File: config.mk
export PLATFORM = sky130hd
export DESIGN_NAME = clk_tick_gen
export DESIGN_NICKNAME = d
export VERILOG_FILES = /design/src/rtl/clk_tick_gen.sv
export SDC_FILE = /design/constraint.sdc
export NUM_CORES = 1
export LEC_CHECK = 0
export CORE_MARGIN = 1
export CORE_UTILIZATION = 65
export CTS_CLUSTER_DIAMETER = 40
export DETAILED_ROUTE_END_ITERATION = 8
export PLACE_DENSITY = 0.84
export SYNTH_ARGS = -nofsm -noshare
export SYNTH_HDL_FRONTEND = slang
export SYNTH_SLANG_ARGS = --single-unit
File: constraint.sdc
create_clock -name clk -period 11.8 [get_ports clk]
set_clock_uncertainty 0.1 [all_clocks]
set_input_delay 2.36 -clock clk [delete_from_list [all_inputs] [get_ports clk]]
set_output_delay 2.36 -clock clk [all_outputs]
set_load 0.05 [all_outputs]
File: src/rtl/clk_tick_gen.sv
// clk_tick_gen: free-running count plus NUM_CH independent tick/clock-enable
// channels, each with a runtime-programmable period of N+1 enabled cycles.
// Each channel produces a registered 1-cycle tick and a square wave that
// toggles on every tick. Period changes on a running channel are deferred
// to its next terminal count, so the current period is never cut short.
module clk_tick_gen #(
  parameter int          WIDTH       = 30,
  parameter int          NUM_CH      = 4,
  parameter int unsigned DEFAULT_DIV = 0
) (
  input  logic                                         clk,
  input  logic                                         reset,
  input  logic                                         en,
  input  logic                                         div_load,
  input  logic [((NUM_CH > 1) ? $clog2(NUM_CH) : 1)-1:0] div_ch,
  input  logic [WIDTH-1:0]                             div_val,
  output logic                                         load_ack,
  output logic [WIDTH-1:0]                             free_cnt,
  output logic [NUM_CH-1:0]                            tick,
  output logic [NUM_CH-1:0]                            sq
);

  localparam logic [WIDTH-1:0] ONE      = WIDTH'(1);
  localparam logic [WIDTH-1:0] DIV_INIT = WIDTH'(DEFAULT_DIV);

  // Per-channel state: active period, deferred period, down-counter.
  logic [WIDTH-1:0]  div_q    [NUM_CH];
  logic [WIDTH-1:0]  shadow_q [NUM_CH];
  logic [WIDTH-1:0]  cnt_q    [NUM_CH];
  logic [NUM_CH-1:0] pending_q;

  logic              ch_valid;
  logic [NUM_CH-1:0] ld_sel;

  // Decode the load strobe into a one-hot per-channel select.
  always_comb begin
    ch_valid = (32'(div_ch) < 32'(NUM_CH));
    ld_sel   = '0;
    for (int c = 0; c < NUM_CH; c++) begin
      ld_sel[c] = div_load && ch_valid && (32'(div_ch) == c);
    end
  end

  // Free-running count and load acknowledge.
  always_ff @(posedge clk) begin
    if (!reset) begin
      free_cnt <= '0;
      load_ack <= 1'b0;
    end else begin
      load_ack <= div_load && ch_valid;
      if (en) begin
        free_cnt <= free_cnt + ONE;
      end
    end
  end

  // Channel down-counters, reload/apply logic, tick and square outputs.
  always_ff @(posedge clk) begin
    if (!reset) begin
      for (int c = 0; c < NUM_CH; c++) begin
        div_q[c]    <= DIV_INIT;
        shadow_q[c] <= DIV_INIT;
        cnt_q[c]    <= DIV_INIT;
      end
      pending_q <= '0;
      tick      <= '0;
      sq        <= '0;
    end else begin
      for (int c = 0; c < NUM_CH; c++) begin
        if (div_q[c] == '0) begin
          // Disabled: outputs parked low, a load takes effect at once.
          tick[c]      <= 1'b0;
          sq[c]        <= 1'b0;
          pending_q[c] <= 1'b0;
          if (ld_sel[c]) begin
            div_q[c]    <= div_val;
            shadow_q[c] <= div_val;
            cnt_q[c]    <= div_val;
          end else begin
            cnt_q[c] <= '0;
          end
        end else begin
          // Running: loads are parked in the shadow until terminal count.
          if (ld_sel[c]) begin
            shadow_q[c]  <= div_val;
            pending_q[c] <= 1'b1;
          end
          if (!en) begin
            tick[c] <= 1'b0;
          end else if (cnt_q[c] != '0) begin
            cnt_q[c] <= cnt_q[c] - ONE;
            tick[c]  <= 1'b0;
          end else begin
            tick[c] <= 1'b1;
            sq[c]   <= ~sq[c];
            // A load landing on the terminal cycle is the reload value itself.
            if (ld_sel[c]) begin
              div_q[c]     <= div_val;
              cnt_q[c]     <= div_val;
              pending_q[c] <= 1'b0;
            end else if (pending_q[c]) begin
              div_q[c]     <= shadow_q[c];
              cnt_q[c]     <= shadow_q[c];
              pending_q[c] <= 1'b0;
            end else begin
              cnt_q[c] <= div_q[c];
            end
          end
        end
      end
    end
  end

endmodule

Word level (Yosys, flattened, before mapping)
Memory sizes are Yosys's and may differ from the RTL's.
Index checks and enable logic that the tools add are counted.
Storage, ports and cells
  register bits after elaboration: 43
  bits of input ports: 36
  memory bits (writable): 360
  memories kept: 3
Memories
  cnt_q: words 4, width 30, read ports 4, clocked after memory_dff 0, write ports 4, line 29  | logic [WIDTH-1:0] cnt_q [NUM_CH];
  div_q: words 4, width 30, read ports 4, clocked after memory_dff 0, write ports 4, line 27  | logic [WIDTH-1:0] div_q [NUM_CH];
  shadow_q: words 4, width 30, read ports 4, clocked after memory_dff 0, write ports 4, line 28  | logic [WIDTH-1:0] shadow_q [NUM_CH];
Operators by class
  add/subtract/negate cells: 5
  eq/ne operators: 3
  muxes and demuxes: 209
  reductions and logical operators: 25
  bitwise gates (word level): 54
Operators with widths (count)
  $mux 30: 44
  $mux 1: 165
  $logic_not 30->1: 4
  $reduce_bool 30->1: 4
  $sub 30x1->30 const B: 4
  $or 1x1->1: 44
  $add 30x1->30 const B: 1
  $reduce_or 3->1: 4
  $not 1->1: 10
  $reduce_and 2->1: 4
  $reduce_or 2->1: 4
  $eq 2x2->1 const B: 2
  $logic_and 1x1->1: 4
  $eq 2x1->1 const B: 1
  $logic_not 2->1: 1

Logic depth before layout (Yosys ltp)
Gate-level depths: netlist of the first run.
  depth in word-level cells: 12
  mapped depth: 12
  gate-level depth less buffers: 9

Worst setup path before layout of the first run
No wires, ideal clock.
  path type: input-to-reg
  from: input en
  to: memory div_q[3][0], enable pin
  required time: 11.241 ns
  arrival time: 5.284 ns
  setup time: 0.459 ns
  cell stages on the path: 6
  path slack: 5.958 ns
  cells stage by stage: clkbuf_1 nand2_1 nand2_1 buf_2 inv_1 o21ai_0
RTL lines
  from (decl): line 13  | input logic en,
  to (decl): line 27

==> results by group, run 1 <==
Run status
  – Status: complete, but fails checks
  – Failing checks: DRC

Clocking
  – CTS clk-pin slew, worst paths: roughly 0.06 ns
  – CTS tree: built
  – Clk sinks: between 400 and 500
  – CTS H-tree depth: 2
  – CTS root buf: clkbuf_16
  – CTS resizes: 0
  – Hold_buf cts: 0
  – Clock Tree Buf Depth: 3
  – Skew-Pair Late Insertion Delay: between 0.5 and 0.6 ns
  – TritonCTS buffer count: 45
  – Setup bufs post-CTS: 0

Yosys
  – Top_reg_cell synth: edfxtp_1
  – Post-synth EDFFs: between 300 and 400
  – Post-synthesis cell type count: 64
  – Gate Count Post-Synth: a little under 2000
  – Synth async-reset ratio: 0%
  – Mapped cell area: 20340 µm²
  – Syn nets: between 2000 and 2500
  – Register area share after synthesis: a little under three fifths
  – Synth warn: 0
  – Synth Area per Inst: about 10 µm²
  – FF+latch count, synth: approximately 400

Die
  – Core footprint: approximately 30000 µm²
  – Die area: about 32000 µm²
  – Cell Rows: 64
  – Die height: approximately 180 µm
  – I/O pin total: 75
  – Starting density of the core: 66.33%
  – Die width: between 150 and 200 µm

Power
  – Flop pwr share: around 50%
  – P_int: approximately 2.6 mW
  – Power density over cell area: about 150 nW/µm²
  – Net Sw Power: about 0.84 mW
  – Comb pwr share: roughly 8.4%
  – VDD IR max: about 140 µV
  – Sw frac: about a quarter
  – Leak: a little over 8 nW
  – Total power draw: roughly 3.4 mW
  – Clock power share: approximately two fifths

GRT
  – Vias in the first global route: 15966
  – GR Overflow Total: 0
  – Largest net degree at the start of global routing: 74
  – Overall global routing resource usage: between 30% and 40%
  – First-pass GRT wire length: just over 90000 µm
  – Initial antenna violation count: 1

Final layout
  – Share of layout cells above drive strength 1: 6.104%
  – Antenna Cells: 0
  – Area delta synth->final: 12.13%
  – Post-layout net count: a little over 2000
  – Fill count: 2026
  – Util after Layout: around three quarters

Detailed routing
  – Drt pass-1 iters: 9
  – Vias per cell: 6.953
  – Total Wirelength: between 60000 and 70000 µm
  – Post-route ant nets: 0
  – Routed via count: between 15000 and 20000
  – Starting DRT DRC Count: 2851
  – Routed length per instance: 24.91 µm
  – # DRC: 3

Setup path
  – CP endpoint kind: flop
  – Worst Setup SP: en
  – CP max-delay cell: clkdlybuf4s50_1
  – Startpoint types: input port
  – Max incr delay on CP: 0.95 ns
  – WS Path Type: in2reg
  – RR Startpoint: cnt_q[3][0]$_DFFE_PP_
  – CP max FO: 42
  – Cell chain of the critical path: clkdlybuf4s50_1 -> and2_1 -> o21a_1 -> nand3_1 -> o21ai_0 -> a221oi_1 -> nor2_1
  – CP arrival: 5.89 ns
  – Worst Path Required: roughly 12 ns

STA
  – Final Hold Viols: 0
  – Rel. slew slack: 11.60%
  – Final TNS setup: 0 ns
  – Slew Viols, Final: 0
  – Post-layout min period: between 5 and 6 ns
  – Count of final setup violators: 0
  – Least-Margin Pin Slew: ~1.3 ns
  – Fin Hold WS: 0.4181 ns
  – RSZ-0062 raised after global routing: false
  – Max Fclk: 175.7 MHz
  – Fin crit share: 48.23%

Worst hold path
  – Worst min-delay path class: reg2reg
  – Worst Hold Launch: free_cnt[15]$_SDFFE_PN0P_

Run
  – Max Cap Viol: 0

Placed design
  – Post-DP HPWL: 39200 µm
  – Placer Congestion: about 0.94
  – Port bufs: 74
stage by stage:
stage	cells	worst slack [ns]	instance area, µm²
after global routing	2444	6.084	22810
after global placement	2362	5.765	21290
after CTS	2444	6.293	22810
final	2444	6.109	22810
after detailed placement	2362	5.731	21290
after floorplan	1988	5.958	20340
registers in the layout, indices dropped and copies added, names as in the netlist:
| register | cells |
|---|---|
| shadow_q | 120 |
| load_ack | 1 |
| free_cnt | 30 |
| div_q | 120 |
| tick | 4 |
| sq | 4 |
| cnt_q | 120 |
| pending_q | 4 |
cell families (layout without fill, tap and decap cells):
| group | count (synthesis) | count (layout) | share of synthesized area (%) |
|---|---|---|---|
| AO/OA/AOI/OAI | 496 | 496 | 14.72 |
| XOR/XNOR | 131 | 131 | 5.640 |
| adder cells (fa/ha/maj) | 5 | 5 | 0.3075 |
| buffers and inverters | 139 | 199 | 2.848 |
| flip-flops | 403 | 403 | 57.37 |
| multiplexers | 8 | 8 | 0.3936 |
| AND/OR/NAND/NOR | 806 | 806 | 18.72 |
worst max-delay path, delay by kind of cell:
family	cells	cell delay, ns
compound gates	3	1.05
buf+inv	1	0.95
simple gates	3	1.50
cells in the final DEF, fill, tap and decap left out, types with 28 or more instances in the layout:
master,n
buf_4,28
o21ai_0,133
dfxtp_1,43
a21oi_1,210
clkbuf_16,48
xor2_1,53
clkdlybuf4s50_1,73
a221oi_1,29
xnor2_1,78
nor3_1,31
nor2_1,214
nor4_1,63
nand3_1,30
edfxtp_1,360
nand2_1,315
and2_1,34
cell type report:
class	instances	area (µm²)	share of cell area, %
Sequential cell	403	11670	51.17
Multi-Input combinational cell	1446	8120	35.60
Clock buffer	55	1247	5.469
Timing Repair Buffer	102	945.9	4.147
Tap cell	396	495.5	2.172
Clock inverter	27	274.0	1.201
Inverter	15	56.30	0.2468
final timing paths:
check,slack [ns],depth (start not counted),to
min,0.42,2,free_cnt[15]$_SDFFE_PN0P_
min reg2reg,0.42,2,free_cnt[15]$_SDFFE_PN0P_
max reg2reg,6.68,10,div_q[3][26]$_DFFE_PP_
max,6.11,7,cnt_q[0][1]$_SDFFCE_PN0P_
layer usage:
layer / share of wire (%) / vias to the layer above / wire, µm / GRT usage, %
met2: 44 / 1345 / 26680 / 57.16
met1: 35 / 8005 / 21170 / 49.70
met4: 7.0 / 2 / 4234 / 22.70
li1: - / 7364 / - / -
met3: 14 / 277 / 8800 / 10.56
met5: 0.013 / - / 8 / 0
cells in the mapped netlist, types with 7 or more instances:
cell type	count	area, µm²
edfxtp_1	360	10810
nand2_1	315	1182
nor2_1	214	803.3
a21oi_1	210	1051
o21ai_0	136	680.7
clkbuf_1	90	337.8
xnor2_1	78	683.2
nor4_1	63	394.1
xor2_1	53	464.2
dfxtp_1	43	860.8
and2_1	34	212.7
nor3_1	32	160.2
nand3_1	30	150.1
a221oi_1	29	254.0
a211o_1	23	201.4
a22o_1	23	201.4
buf_2	21	105.1
or3_1	19	118.9
nand4_1	18	112.6
o21a_1	16	120.1
or4_1	16	120.1
inv_1	15	56.30
and3_1	14	87.58
a22oi_1	10	75.07
and4_1	10	87.58
mux2i_1	8	80.08
a21boi_0	7	52.55
a222oi_1	7	70.07
power groups by stage:
stage	Combinational [mW]	Sequential [mW]	Clock (mW)
final	0.289	1.70	1.43
after global routing	0.306	1.70	1.48
after CTS	0.278	1.70	1.43
after detailed placement	0.274	1.72	0
after global placement	0.266	1.72	0
after floorplan	0.178	1.71	0
Note: power is estimated with default switching activity, not from simulation.
==> inputs of run 2 (changes only) <==
--- a/config.mk
+++ b/config.mk
@@ -6,10 +6,10 @@
 export NUM_CORES = 1
 export LEC_CHECK = 0
 export CORE_MARGIN = 1
-export CORE_UTILIZATION = 65
+export CORE_UTILIZATION = 62
 export CTS_CLUSTER_DIAMETER = 40
 export DETAILED_ROUTE_END_ITERATION = 8
-export PLACE_DENSITY = 0.84
+export PLACE_DENSITY = 0.81
 export SYNTH_ARGS = -nofsm -noshare
 export SYNTH_HDL_FRONTEND = slang
 export SYNTH_SLANG_ARGS = --single-unit
==> constraint.sdc (replaced) <==
create_clock -name clk -period 5.8 [get_ports clk]
set_clock_uncertainty 0.1 [all_clocks]
set_input_delay 1.16 -clock clk [delete_from_list [all_inputs] [get_ports clk]]
set_output_delay 1.16 -clock clk [all_outputs]
set_load 0.05 [all_outputs]
==> run 2 against run 1 <==
Against the previous run:
- the flow now finishes without violations
- die area up 4.8%
- register-to-register slack worse by 5.4 ns
- first-iteration DRC count down 9.0%
- critical path type is now reg2reg
- combinational power up 100%
- count of clock-buffer cells in the layout up 3
- highest routed layer unchanged
- via count down 2.0%
- flip-flop and latch count unchanged
==> results by group, run 2 (synthesized netlist as in run 1, its figures left out) <==
Final layout
  – Design Area, Final: ~23000 µm²
  – Post-layout net count: approximately 2100
  – Antenna Cells: 0
  – Biggest regs: cnt_q x120, div_q x120, shadow_q x120
  – Commonest non-fill, non-tap cell in the layout: edfxtp_1
  – Footprint of the multi-input gates: just over 8000 µm²
  – Most frequent cells in the layout: edfxtp_1 (360), nand2_1 (315), nor2_1 (214)
  – Fill count: 2191
  – Area delta synth->final: 13.05%
  – Storage cell area: 11670 µm²
  – Share of layout cells above drive strength 1: between 6 and 7%

Die
  – Core footprint: approximately 32000 µm²
  – Die width: 183.1 µm
  – Starting density of the core: a little under two thirds
  – Die area: 33540 µm²
  – Cell Rows: 65
  – Die height: 183.1 µm
  – I/O pin total: 75

STA
  – Final Hold Viols: 0
  – RSZ-0062 raised after global routing: false
  – Least-Margin Pin Slew: 1.296 ns
  – Max Fclk: about 220 MHz
  – Rel. slew slack: approximately an eighth
  – Slew Viols, Final: 0
  – Final TNS setup: 0 ns
  – Post-layout min period: 4.531 ns
  – Count of final setup violators: 0
  – Fin crit share: 78.11%

GRT
  – Overall global routing resource usage: 35.80%
  – Initial antenna violation count: 0
  – Vias in the first global route: 15522
  – GR Overflow Total: 0
  – First-pass GRT wire length: ~91000 µm
  – Largest net degree at the start of global routing: 44

Clocking
  – TritonCTS buffer count: between 40 and 50
  – Clk sinks: about 400
  – Skew-Pair Late Insertion Delay: 0.57 ns
  – CTS clk-pin slew, worst paths: 0.06 ns
  – CTS H-tree depth: 2
  – CTS tree: built
  – Clock Tree Buf Depth: 3
  – Setup bufs post-CTS: 0
  – Hold_buf cts: 0
  – CTS resizes: 0
  – CTS root buf: clkbuf_16

Detailed routing
  – Total Wirelength: approximately 60000 µm
  – Drt pass-1 iters: 8
  – # DRC: 0
  – Starting DRT DRC Count: between 2000 and 3000
  – DR WL met2: 25890 µm
  – Met3 wire length: approximately 9000 µm
  – Routed via count: roughly 17000
  – WL met1: around 21000 µm
  – Routed length per instance: 23.91 µm
  – Post-route ant nets: 0
  – Max layer used: met5
  – Vias per cell: 6.665

Worst hold path
  – Hold Crit Depth: 2
  – Hold Path Sink: free_cnt[15]$_SDFFE_PN0P_
  – Worst min-delay path class: reg2reg
  – Worst Hold Launch: free_cnt[15]$_SDFFE_PN0P_

Run
  – Max Cap Viol: 0

Setup path
  – R2r setup slk: approximately 1.3 ns
  – Startpoint types: flop
  – WS Path Type: reg2reg
  – Worst Path Required: a little under 6 ns
  – RR Startpoint: cnt_q[3][0]$_DFFE_PP_
  – R2R cell count: 11
  – CP endpoint kind: flop
  – CP arrival: around 4.7 ns
  – CP max FO: 26
  – Reg2reg end: div_q[3][18]$_DFFE_PP_

Power
  – Leak: about 8.3 nW
  – Power density over cell area: just over 300 nW/µm²
  – VDD IR max: between 200 and 300 µV

Run status
  – Status: complete, no violations

Placed design
  – DP Area: approximately 21000 µm²
  – Post-DP HPWL: between 30000 and 40000 µm
  – Port bufs: 74
  – Placer Congestion: between 0.9 and 1
run 2: cell types whose count changed in the layout (fill, tap and decap cells not counted), sizes merged:
cell / change
clkbuf: +3
clkinv: +6
clkinvlp: -2
buf: +8
inv: +1
run 2: stage by stage:
step                power, mW  worst slack [ns]  hold WS (ns)  util [%]  cells
CTS                     7.028             1.272        0.4210     72.14   2499
finish                  7.062             1.270        0.4175     72.14   2499
global placement        4.046             1.428        0.3907     67.12   2409
detailed placement      4.068             1.338        0.4108     67.12   2409
global route            7.226            0.8807        0.4715     72.14   2499
floorplan               3.833            0.7449        0.4217         -   1988
run 2: final cells by class:
class                      instances  share of cell area [%]
sequential                       403                   50.75
multi-input combinational       1446                   35.31
clock inverter                    32                   1.344
timing repair buffer             110                   4.374
clock buffer                      58                   5.609
inverter                          15                  0.2448
tap                              435                   2.367
run 2: worst max-delay path, cell delays in order (launching register included):
cell      delay (ns)
edfxtp_1        0.45
inv_1           0.11
ha_1            0.24
nor3b_1         0.31
nand4_1         0.48
nor4_1          0.73
nand2_1         0.21
nand2_1         0.12
buf_4           0.31
inv_1           0.10
o21ai_2         0.63
buf_4           0.41
run 2: where the power goes:
group          switching (mW)  internal [mW]  leakage, nW
sequential              0.123           3.33         4.09
clock                    1.24           1.78        0.777
combinational           0.396          0.193         3.46
total                    1.76           5.31         8.32
run 2: worst max-delay path by stage:
stage | slack [ns] | to | start | cells after the start
finish | 1.27 | div_q[3][18]$_DFFE_PP_ | cnt_q[3][0]$_DFFE_PP_ | 11
global route | 0.88 | div_q[3][18]$_DFFE_PP_ | cnt_q[3][4]$_DFFE_PP_ | 9
CTS | 1.27 | div_q[3][18]$_DFFE_PP_ | cnt_q[3][4]$_DFFE_PP_ | 9
detailed placement | 1.34 | div_q[3][2]$_DFFE_PP_ | cnt_q[3][4]$_DFFE_PP_ | 9
global placement | 1.43 | div_q[3][2]$_DFFE_PP_ | cnt_q[3][0]$_DFFE_PP_ | 11
floorplan | 0.74 | div_q[3][0]$_DFFE_PP_ | cnt_q[3][0]$_DFFE_PP_ | 11
run 2: per-layer routing:
layer | vias to the layer above | global-route usage, %
met3 | 202 | 11.42
met5 | - | 1.926
met2 | 1265 | 52.53
li1 | 7407 | -
met1 | 7780 | 48.33
met4 | 2 | 16.90
